$ cat src/rtl/lightpipe_framer_p.sv
// Lightpipe transmitter: serialises CHANNELS x WIDTH samples plus user bits into
// a sync-prefixed, nibble-separated frame, one bit per mclk, optionally NRZI coded.
//
// state | meaning
// IDLE  | no frame in flight; NRZI line holds its level, raw line sits at 0
// SEND  | counter walks frame bits 0..L-1 from the shadow copy
module lightpipe_framer_p #(
    parameter int CHANNELS   = 8,
    parameter int WIDTH      = 24,
    parameter int USER_BITS  = 4,
    parameter int SYNC_ZEROS = 10,
    parameter int NRZI       = 1
) (
    input  logic                      mclk,
    input  logic                      rst,
    input  logic                      wordclock,
    input  logic [CHANNELS*WIDTH-1:0] din,
    input  logic [USER_BITS-1:0]      user,
    output logic                      lightpipe,
    output logic                      busy,
    output logic                      frame_start,
    output logic                      overrun
);

    localparam int PAY = USER_BITS + CHANNELS*WIDTH;
    localparam int L   = SYNC_ZEROS + 1 + (5*PAY)/4;
    localparam int CW  = $clog2(L);
    localparam logic [CW-1:0] LAST = CW'(L-1);

    typedef enum logic {IDLE, SEND} state_t;

    state_t          state;
    logic [CW-1:0]   cnt;
    logic [PAY-1:0]  shadow;
    logic [PAY-1:0]  payload_in;
    logic            wc_d;
    logic            edge_w;
    logic            accept;
    logic            nbit;

    // Payload is laid out MSB-first in transmit order: user, then channel 0..N-1.
    assign payload_in[PAY-1 -: USER_BITS] = user;
    for (genvar k = 0; k < CHANNELS; k++) begin : g_ch
        assign payload_in[PAY-1-USER_BITS-k*WIDTH -: WIDTH] = din[k*WIDTH +: WIDTH];
    end

    function automatic logic frame_bit(input logic [CW-1:0] idx, input logic [PAY-1:0] pv);
        int p;
        int r;
        int d;
        logic [PAY-1:0] sh;
        if (int'(idx) < SYNC_ZEROS) return 1'b0;
        if (int'(idx) == SYNC_ZEROS) return 1'b1;
        p = int'(idx) - SYNC_ZEROS - 1;
        r = p % 5;
        if (r == 0) return 1'b1;
        d  = (p / 5) * 4 + r - 1;
        sh = pv << d;
        return sh[PAY-1];
    endfunction

    assign edge_w = wordclock & ~wc_d;
    assign accept = edge_w && (state == IDLE || cnt == LAST);

    // The line register is one cycle behind the counter, so look one bit ahead.
    always_comb begin
        nbit = 1'b0;
        if (accept)
            nbit = frame_bit('0, payload_in);
        else if (state == SEND && cnt != LAST)
            nbit = frame_bit(cnt + 1'b1, shadow);
    end

    always_ff @(posedge mclk) begin
        if (!rst) begin
            state       <= IDLE;
            cnt         <= '0;
            shadow      <= '0;
            wc_d        <= 1'b1;
            lightpipe   <= 1'b0;
            busy        <= 1'b0;
            frame_start <= 1'b0;
            overrun     <= 1'b0;
        end else begin
            wc_d        <= wordclock;
            frame_start <= accept;
            lightpipe   <= (NRZI != 0) ? (lightpipe ^ nbit) : nbit;
            if (edge_w && !accept)
                overrun <= 1'b1;
            if (accept) begin
                shadow <= payload_in;
                cnt    <= '0;
                state  <= SEND;
                busy   <= 1'b1;
            end else if (state == SEND) begin
                if (cnt == LAST) begin
                    state <= IDLE;
                    busy  <= 1'b0;
                end else begin
                    cnt <= cnt + 1'b1;
                end
            end
        end
    end

endmodule
$ cat config.mk
export PLATFORM = sky130hd
export DESIGN_NAME = lightpipe_framer_p
export DESIGN_NICKNAME = d
export VERILOG_FILES = /design/src/rtl/lightpipe_framer_p.sv
export SDC_FILE = /design/constraint.sdc
export NUM_CORES = 1
export LEC_CHECK = 0
export ABC_AREA = 1
export BUFFER_PORTS_ARGS = -buffer_cell sky130_fd_sc_hd__buf_2
export CORE_ASPECT_RATIO = 0.75
export CORE_MARGIN = 2
export CORE_UTILIZATION = 28
export CTS_BUF_LIST = sky130_fd_sc_hd__clkbuf_8
export DETAILED_ROUTE_END_ITERATION = 6
export PLACE_DENSITY = 0.53
export RECOVER_POWER = 25
export SLEW_MARGIN = 40
export SYNTH_ARGS = -nofsm -noshare
export SYNTH_HDL_FRONTEND = slang
export SYNTH_SLANG_ARGS = --single-unit
$ cat constraint.sdc
create_clock -name mclk -period 9.4 [get_ports mclk]
set_input_delay 0.94 -clock mclk [delete_from_list [all_inputs] [get_ports mclk]]
set_output_delay 0.94 -clock mclk [all_outputs]
set_load 0.01 [all_outputs]
## Word-level counts from Yosys, hierarchy flattened

Index checks and enable logic that the tools add are counted.

| cells by class | value |
|---|---|
| shift-type cells | 1 |
| bitwise gates (word level) | 6 |
| divide/modulo/power cells | 2 |
| equality and inequality tests | 3 |
| add/subtract/negate cells | 5 |
| reduce and logical (&&, ||, !) cells | 11 |
| muxes and demuxes | 26 |
| magnitude comparators | 1 |

Operators by type and width:

| cell | count |
|---|---|
| << shifter 196 x 32 -> 196 bit | 1 |
| adder 32 bit | 1 |
| divider 32 x 4 -> 32 bit (second input constant) | 1 |
| zero test 32 bit | 1 |
| remainder unit 32 x 4 -> 32 bit (second input constant) | 1 |
| subtractor 32 x 2 -> 32 bit (second input constant) | 1 |
| 2-to-1 mux 1 bit | 26 |
| subtractor 9 x 2 -> 10 bit (second input constant) | 1 |
| subtractor 8 x 4 -> 9 bit (second input constant) | 1 |
| adder 8 x 1 -> 8 bit (second input constant) | 1 |
| equality test 8 x 5 -> 1 bit (second input constant) | 1 |
| equality test 8 bit (second input constant) | 1 |
| less-than comparator 8 x 4 -> 1 bit (second input constant) | 1 |
| != test 8 bit (second input constant) | 1 |
| NOT 1 bit | 4 |
| AND reduction 2 bit | 2 |
| nonzero test 2 bit | 2 |
| logical AND 1 bit | 3 |
| OR reduction 2 bit | 1 |
| AND 1 bit | 1 |
| zero test 1 bit | 1 |
| logical OR 1 bit | 1 |
| bitwise XOR 1 bit | 1 |

| storage, ports and cells | value |
|---|---|
| input port bits | 199 |
| logic and storage cells | 63 |
| register bits | 210 |
| output and inout port bits | 4 |

## Longest topological paths before layout

Gate-level depths: netlist of run 1.

| logic depth | value |
|---|---|
| word-level depth | 18 |
| depth in mapped cells | 93 |
| gate-level depth less buffers | 91 |

## Least setup slack after synthesis of run 1

Ideal clock, no wire load.

| timing path | value |
|---|---|
| kind | register to register |
| from | register cnt[0] |
| to | register lightpipe |
| data arrival time | 9643 ps |
| path buffers | 4 |
| stages on the path, launching flop included | 88 |
| clock period less this slack | 9758 ps |
| path slack | -358 ps |
| data required time | 9285 ps |
| setup time | 115 ps |
| cells stage by stage | dfxtp_1 -> buf_4 -> inv_4 -> ha_1 -> inv_1 -> ha_1 -> inv_1 -> nand2_1 -> nand3b_2 -> nor2_4 -> nand2_2 -> nor2_4 -> nand2_4 -> nand2_4 -> nand2_1 -> nand2_2 -> nand2_2 -> inv_1 -> (+52 left out) -> nand3_1 -> nand2_1 -> nand3_1 -> nand2_1 -> xnor2_1 -> nand3b_1 -> nor3_1 -> nand3_1 -> a21oi_1 -> nand2_1 -> a21oi_1 -> nand3_1 -> a21oi_2 -> nand3_1 -> nand2_2 -> nand3_1 -> nand2_1 -> nor2_1 |

| between the ends | value |
|---|---|
| longest elaborated chain between the ends | 16 |
| elaborated cells on any way between the ends | 36 |
| those cells by class | add/sub: 5; div: 2; order compare: 1; eq/ne: 3; shift: 1; mux: 19; bitwise: 1; reduce/logical: 4 |

RTL lines:

| what | line | text |
|---|---|---|
| start, declared | 33 | `logic [CW-1:0] cnt;` |
| start signal, assigned | 100 | `cnt <= cnt + 1'b1;` |
| branches (longest 14 deep; another with remainder unit 32 x 4 -> 32 bit) | n/a |  |
| 2-to-1 mux 1 bit * | 68 | `if (accept)` |
| bitwise XOR 1 bit * | 87 | `lightpipe <= (NRZI != 0) ? (lightpipe ^ nbit) : nbit;` |
| end signal, assigned | 87 |  |
| end, declared | 19 | `output logic lightpipe,` |

Mark *: on every way between the ends. The select of a mux whose other input is x is not followed.
A chain may end at the register's enable or synchronous reset.

## Final worst setup path of run 1

Same ends and word-level chain as after synthesis.

==> metrics.md, run 1 <==
| Metric | Value |
|---|---|
| FF+latch count, synth | 210 |
| Number of global-route vias before repair | 12575 |
| Syn_nets | 2225 |
| Initial antenna violation count | 2 |
| Iteration-0 DRC Markers | 736 |
| Layout cells sized above 1 | 25.3% |
| Compound-cell area share of the yosys netlist | 14.3% |
| Largest cells by area after synthesis | dfxtp_1 (32%), nand2_1 (15%), inv_1 (8.6%) |
| Worst Max-Slew Pin Slew | 4.11 ns |
| Simple-Gate Fraction of Synth Area | 29.5% |
| Status | finished, violations left |
| RSZ-0062 raised after global routing | true |
| Vias | 13045 |
| Startpoint types | flip-flop |
| CP Class | reg -> reg |
| Min Tclk post-route | 9.37 ns |
| # setup viols final | 0 |
| Die Wd | 255 um |
| Clk sinks | 210 |
| Period utilization | 99.7% |
| Critical path capture point type | flip-flop |
| Die area | 0.0490 mm^2 |
| I/O pins | 203 |
| Worst-path fanout max | 7 |
| TritonRoute pass-1 iters | 5 |
| Port-buffer cells | 202 |
| Clock-pin slew on the worst setup and hold paths | 0.07 ns |
| Syn Inst Count | 1952 |
| Max-slew headroom | -176% |
| Slowest cell on crit path | dfxtp_4 |
| Syn_area_per_cell | 6.78 um^2 |
| Core Region | 0.0463 mm^2 |
| WHS | 0.459 ns |
| Distinct cells, synth | 59 |
| FP Rows | 68 |
| XOR/XNOR share of the synthesized area | 3.94% |
| Syn-to-layout area delta | 25.9% |
| Fmax achieved | 107 MHz |
| Largest net degree at the start of global routing | 120 |
| Most frequent cell after synthesis | nand2_1 |
| Final net count | 2469 |
| CTS tree | yes |
| EDFF count, synth | 0 |
| CTS buffer count | 36 |
| GP Congestion | 0.826 |
| Failing checks | max-capacitance violations, max-slew violations |
| TNS Setup | 0 ns |
| Global Route Usage Sum | 16.5% |
| MaxCap Viol Count | 3 |
| Placed Instances | 2747 |
| Drt drc | 0 |
| Mux contribution to synthesized area | 0% |
| Asr flop ratio synth | 0% |
| Worst path required time | 9.83 ns |
| Cell Count, Final, Fillers Out | 2853 |
| Final Util | 36.0% |
| Final hold violations | 0 |
| Grt ovf | 0 |
| Critical path arrival | 9.80 ns |
| First-pass GRT wire length | 65100 um |
| Wire length per cell | 14.6 um |
| Slew Viols, Final | 233 |
| Vias/cell | 4.57 |
| Hold Crit Class | reg -> reg |
| Largest family of logic cells by synthesized area | simple AND/OR/NAND/NOR gates |
| Hpwl dp | 28700 um |
| Layout fillers | 5011 |
| CP most frequent cell | nand2_2 |
| Top cells by count, synth | nand2_1 (524), inv_1 (302), dfxtp_1 (210) |
| Number of levels in the clock H-tree | 2 |
| Worst-Skew Late Latency | 0.56 ns |
| Starting Density | 28.6% |
| YS warnings | 0 |
| Die Height | 192 um |
| Root buf cell | clkbuf_8 |
| Cell taking the most area after synthesis | dfxtp_1 |
| CP peak stage delay | 0.38 ns |
| Setup Skew | 0.0275 ns |
| Number of routed nets with antenna violations | 0 |
| Clk buf depth | 3 |
| Area fraction of the dominant cell type after synthesis | 31.8% |
| Register area share after synthesis | 31.8% |
| Mapped cell area | 0.0132 mm^2 |
| Top_reg_cell synth | dfxtp_1 |
| Fraction of the mapped netlist area in adder cells | 7.06% |
| Final WL | 41800 um |
## metrics by stage
stage / area [um^2] / setup slack [ns]
after floorplan: 13300 / 0.00876
after global placement: 15000 / -0.0139
after detailed placement: 15000 / -0.513
after CTS: 16100 / 0.00818
after global routing: 16700 / -0.601
final: 16700 / 0.0305
## worst max-delay path: cells and delay by family, from the launching register on
kind                       cells  cell delay [ns]
and+or+nand+nor               59             5.02
buffers and inverters         11             0.86
adders and majority gates      7             1.47
xor gates and xnor gates       3             0.44
AOI/OAI and AO/OA              8             1.08
DFF                            1             0.38
## state kept, by name (all words and copies together) (netlist names)
signal / count
wc_d: 1
lightpipe: 1
frame_start: 1
busy: 1
overrun: 1
state: 1
cnt: 8
shadow: 196
## timing repair
item                                    CTS  global route
hold buffers                              0             0
resized for setup                        52            91
pin swaps                                30            74
endpoints found under the hold margin     0             0
endpoints found under the setup margin    1             1
buffers inserted                         18            23
## cells by family (layout without fill, tap and decap cells)
family / count (synthesis) / count (layout)
compound gates: 336 / 336
xor+xnor: 57 / 57
fa+ha+maj: 74 / 74
buf+inv: 411 / 680
flops: 210 / 210
other cells: 0 / 2
simple gates: 864 / 864
## layer usage
metal / wire length [um] / global-route usage, %
met1: 20900 / 24.1
met2: 18100 / 25.3
met3: 2310 / 2.99
met4: 527 / 2.95
met5: 0 / 0
## placed cells by master (no fill, tap or decap), drive strengths merged, types with 19 or more instances in the layout
master  count
buf       294
o211ai     19
clkbuf     47
o21ai     216
nor2       66
xor2       34
a22o       24
nand3     191
dfxtp     210
ha         73
xnor2      23
inv       326
a21oi      62
nand2     576
## final cells by class
class                      count  area [um^2]  area share (%)
multi-input combinational   1331         7910            47.5
tap                          630          788            4.73
inverter                     319         1230            7.39
clock buffer                  43          592            3.55
sequential                   210         4210            25.3
clock inverter                20          166           0.999
antenna                        2         5.00          0.0301
timing repair buffer         298         1750            10.5
## final timing paths
check	startpoint	end	slack [ns]	depth (start not counted)
min reg2reg	shadow[100]	shadow[100]	0.46	2
min	shadow[100]	shadow[100]	0.46	2
max	cnt[0]	lightpipe	0.03	88
max reg2reg	cnt[0]	lightpipe	0.03	88
Power of run 1 is not shown: default switching activity piles up to over one toggle a cycle in this logic, so the estimate is an artifact.
==> run 2, diff against run 1 <==
Settings changed: CTS_BUF_LIST sky130_fd_sc_hd__clkbuf_8 to sky130_fd_sc_hd__clkbuf_16.
==> run 2 against run 1 <==
Effect of this change: the run still ends with max-capacitance violations, max-slew violations left; wire length is 1.1% lower; sequential share of layout area hardly changed; sequential cell count stayed put; largest cell class unchanged; highest routed layer unchanged.
==> metrics.md, run 2 (synthesis results as in run 1) <==
| Metric | Value |
|---|---|
| Worst-path fanout max | 8 |
| CTS tree | yes |
| CP peak stage delay | 0.38 ns |
| CP most frequent cell | nand2_2 |
| Biggest register | shadow |
| Setup Skew | 0.00926 ns |
| Placed Instances | 2747 |
| Fmax achieved | 107 MHz |
| Core Region | 0.0463 mm^2 |
| MaxCap Viol Count | 3 |
| Number of levels in the clock H-tree | 1 |
| Iteration-0 DRC Markers | 750 |
| Critical path capture point type | flip-flop |
| Final WL | 41300 um |
| Grt ovf | 0 |
| TritonRoute pass-1 iters | 5 |
| Die Height | 192 um |
| First-pass GRT wire length | 64600 um |
| Commonest non-fill, non-tap cell in the layout | nand2_1 |
| Final Util | 35.9% |
| Worst path required time | 9.81 ns |
| I/O pins | 203 |
| CTS buffer count | 23 |
| Hold Crit Class | reg -> reg |
| Period utilization | 99.8% |
| Critical path arrival | 9.80 ns |
| Vias/cell | 4.60 |
| Vias | 13015 |
| Clock-pin slew on the worst setup and hold paths | 0.06 ns |
| Syn-to-layout area delta | 25.7% |
| Largest net degree at the start of global routing | 120 |
| FP Rows | 68 |
| RSZ-0062 raised after global routing | true |
| Number of global-route vias before repair | 12416 |
| Global Route Usage Sum | 16.3% |
| Die area | 0.0490 mm^2 |
| Root buf cell | clkbuf_16 |
| Final net count | 2456 |
| Final hold violations | 0 |
| Max-slew headroom | -177% |
| Register cell area after layout | 0.00421 mm^2 |
| Max reg flops | 196 |
| Port-buffer cells | 202 |
| CTS Hold Bufs | 0 |
| Clk buf depth | 3 |
| Status | finished, violations left |
| Worst-Skew Late Latency | 0.52 ns |
| Failing checks | max-capacitance violations, max-slew violations |
| Layout cells sized above 1 | 24.7% |
| Min Tclk post-route | 9.38 ns |
| Wire length per cell | 14.6 um |
| Slowest cell on crit path | dfxtp_4 |
| Number of routed nets with antenna violations | 0 |
| Starting Density | 28.6% |
| # setup viols final | 0 |
| Hpwl dp | 28700 um |
| Area of the multi-input gates | 0.00792 mm^2 |
| Most frequent cells in the layout | nand2_1 (492), inv_1 (292), dfxtp_1 (207) |
| Layout fillers | 4990 |
| Startpoint types | flip-flop |
| Initial antenna violation count | 1 |
| Clk sinks | 210 |
| GP Congestion | 0.826 |
| Largest regs | shadow x196, cnt x8 |
| CP Class | reg -> reg |
| Cell Count, Final, Fillers Out | 2830 |
| Drt drc | 0 |
| Die Wd | 255 um |
| Slew Viols, Final | 233 |
| Worst Max-Slew Pin Slew | 4.13 ns |
## run 2: stage by stage
| stage | cell area [um^2] | TNS [ns] | setup WS (ns) | hold slack (ns) |
|---|---|---|---|---|
| after floorplan | 13300 | 0 | 0.00876 | 0.426 |
| after global placement | 15000 | -0.0139 | -0.0139 | 0.440 |
| after detailed placement | 15000 | -0.513 | -0.513 | 0.445 |
| after CTS | 16100 | 0 | 0.00232 | 0.458 |
| after global routing | 16600 | -0.606 | -0.606 | 0.489 |
| final | 16600 | 0 | 0.0192 | 0.458 |
## run 2: timing repair
item | in CTS | in global routing
endpoints found under the setup margin | 1 | 1
gates resized for setup | 50 | 96
setup buffers | 18 | 23
pin swaps | 30 | 75
## run 2: per-layer routing
layer  vias to the layer above  wire length [um]  GRT usage (%)
met4                         0               523           2.23
li1                       6648                 -              -
met5                         -                 0              0
met3                        45              2290           2.44
met2                       273             17900           25.3
met1                      6049             20700           24.1
## run 2: area by class of cell
type,count,area share (%)
diodes,2,0.0301
clock buffers,23,3.46
clock inverters,17,0.828
inverters,319,7.40
multi-input cells,1331,47.6
flip-flops and latches,210,25.3
well taps,630,4.74
repair buffers,298,10.6
## run 2: worst paths after layout
kind	from	cells after the start	slack, ns	endpoint
worst min register to register	shadow[100]	2	0.46	shadow[100]
worst max register to register	cnt[0]	88	0.02	lightpipe
worst min-delay path	shadow[100]	2	0.46	shadow[100]
worst max-delay path	cnt[0]	88	0.02	lightpipe
## run 2: critical path: cells and delay by family, from the launching register on
family | cells | cell delay, ns
AO/OA/AOI/OAI | 8 | 1.08
buffers and inverters | 12 | 1.13
XOR/XNOR | 2 | 0.28
adder cells (fa/ha/maj) | 6 | 1.25
flip-flops | 1 | 0.38
AND/OR/NAND/NOR | 60 | 5.16
Power of run 2 is left out for the same reason.
==> run 3, diff against run 2 <==
Settings changed: PLACE_DENSITY 0.53 to 0.51.
Clock period 9.4 ns to 8.9 ns, I/O delays scaled along.
==> run 3 against run 2 <==
Effect of this change: the flow finishes with violations (max-capacitance violations, max-slew violations, negative setup slack); count of clock-buffer cells in the layout grew 2; cell count grew 4.7%; sequential cell count is the same; design area grew 6.7%; clock skew grew 0.013 ns; wire length grew 3.2%; worst hold slack lost 0.00093 ns; critical endpoint unchanged; highest routed layer unchanged.
==> metrics.md, run 3 (synthesis results as in run 1) <==
| Metric | Value |
|---|---|
| Final Util | 38.3% |
| Max reg flops | 196 |
| WHS | 0.457 ns |
| Max-slew headroom | -133% |
| Grt ovf | 0 |
| Iteration-0 DRC Markers | 852 |
| Hpwl dp | 29700 um |
| Final WL | 42700 um |
| TritonRoute pass-1 iters | 5 |
| Critical path's top delay family | simple AND/OR/NAND/NOR gates |
| Die Height | 192 um |
| Global Route Usage Sum | 17.1% |
| Core Region | 0.0463 mm^2 |
| Hold Crit Class | reg -> reg |
| First-pass GRT wire length | 67600 um |
| Slew Viols, Final | 133 |
| Cell Count, Final, Fillers Out | 2962 |
| CP Class | reg -> reg |
| Commonest non-fill, non-tap cell in the layout | nand2_1 |
| Bufs and invs on worst path | 10 |
| Critical path capture point type | flip-flop |
| # setup viols final | 1 |
| Slowest cell on crit path | dfxtp_4 |
| Clock-pin slew on the worst setup and hold paths | 0.08 ns |
| GP Congestion | 0.807 |
| Placed Instances | 2856 |
| Drt drc | 0 |
| Status | finished, violations left |
| Largest net degree at the start of global routing | 132 |
| Startpoint types | flip-flop |
| FP Rows | 68 |
| Layout cells sized above 1 | 28.9% |
| CTS tree | yes |
| Min Tclk post-route | 9.32 ns |
| Fmax achieved | 107 MHz |
| Failing checks | max-capacitance violations, max-slew violations, negative setup slack |
| Biggest register | shadow |
| Starting Density | 28.6% |
| Setup Skew | 0.0226 ns |
| Clk sinks | 210 |
| Period utilization | 105% |
| Fin worst setup slack | -0.418 ns |
| Port-buffer cells | 202 |
| Initial antenna violation count | 3 |
| Most frequent cells in the layout | nand2_1 (493), inv_1 (294), buf_4 (216) |
| CP peak stage delay | 0.40 ns |
| Vias/cell | 4.53 |
| CP most frequent cell | nand2_2 |
| Die area | 0.0490 mm^2 |
| Largest regs | shadow x196, cnt x8 |
| Final hold violations | 0 |
| Final net count | 2585 |
| Number of global-route vias before repair | 13039 |
| Number of levels in the clock H-tree | 1 |
| RSZ-0062 raised after global routing | true |
| Clk buf depth | 3 |
| Root buf cell | clkbuf_16 |
| Number of routed nets with antenna violations | 0 |
| Worst Max-Slew Pin Slew | 3.48 ns |
| Worst-Skew Late Latency | 0.54 ns |
| Die Wd | 255 um |
| Syn-to-layout area delta | 34.1% |
| Worst-path fanout max | 7 |
| CTS buffer count | 24 |
| I/O pins | 203 |
| MaxCap Viol Count | 2 |
| Worst path required time | 9.34 ns |
| Vias | 13429 |
| Critical path arrival | 9.76 ns |
| Wire length per cell | 14.4 um |
-- run 3: worst paths after layout --
kind	startpoint	end	slack [ns]	cells after the start
worst min register to register	shadow[100]	shadow[100]	0.46	2
worst max register to register	cnt[0]	lightpipe	-0.42	85
worst min-delay path	shadow[100]	shadow[100]	0.46	2
worst max-delay path	cnt[0]	lightpipe	-0.42	85
-- run 3: through the flow --
step           instance area, um^2  TNS (ns)  setup WS [ns]
2_1_floorplan                13500    -0.278         -0.278
6_report                     17700    -0.418         -0.418
3_3_place_gp                 16000    -0.398         -0.398
3_5_place_dp                 16000    -0.594         -0.594
5_1_grt                      17700     -1.14          -1.14
4_1_cts                      17200    -0.214         -0.214
-- run 3: layout make-up --
| class | count | area [um^2] |
|---|---|---|
| fill | 4915 | 28500 |
| multi-input combinational | 1331 | 8000 |
| sequential | 210 | 4210 |
| timing repair buffer | 426 | 2710 |
| inverter | 319 | 1240 |
| tap | 630 | 788 |
| clock buffer | 25 | 626 |
| clock inverter | 18 | 163 |
| antenna | 3 | 7.51 |
-- run 3: worst register-to-register path: cells and delay by family, from the launching register on --
kind / cells / cell delay (ns)
AOI/OAI and AO/OA: 9 / 1.30
xor gates and xnor gates: 3 / 0.42
adders and majority gates: 7 / 1.40
buffers and inverters: 10 / 0.76
DFF: 1 / 0.40
and+or+nand+nor: 56 / 4.97
-- run 3: what timing repair did --
item | 4_1_cts | 5_1_grt
endpoints found under the setup margin | 1 | 1
buffers inserted | 41 | 19
pin swaps | 34 | 67
gates resized for setup | 29 | 93
hold buffers | 0 | 0
-- run 3: per-layer routing --
metal	wire [um]	vias to the layer above	global-route usage [%]	share of wire [%]
li1	-	6905	-	-
met1	21200	6173	24.8	50
met2	18500	305	26.8	43
met3	2270	46	2.60	5.3
met4	618	0	3.10	1.4
met5	0	-	0	0
Power of run 3 is left out for the same reason.
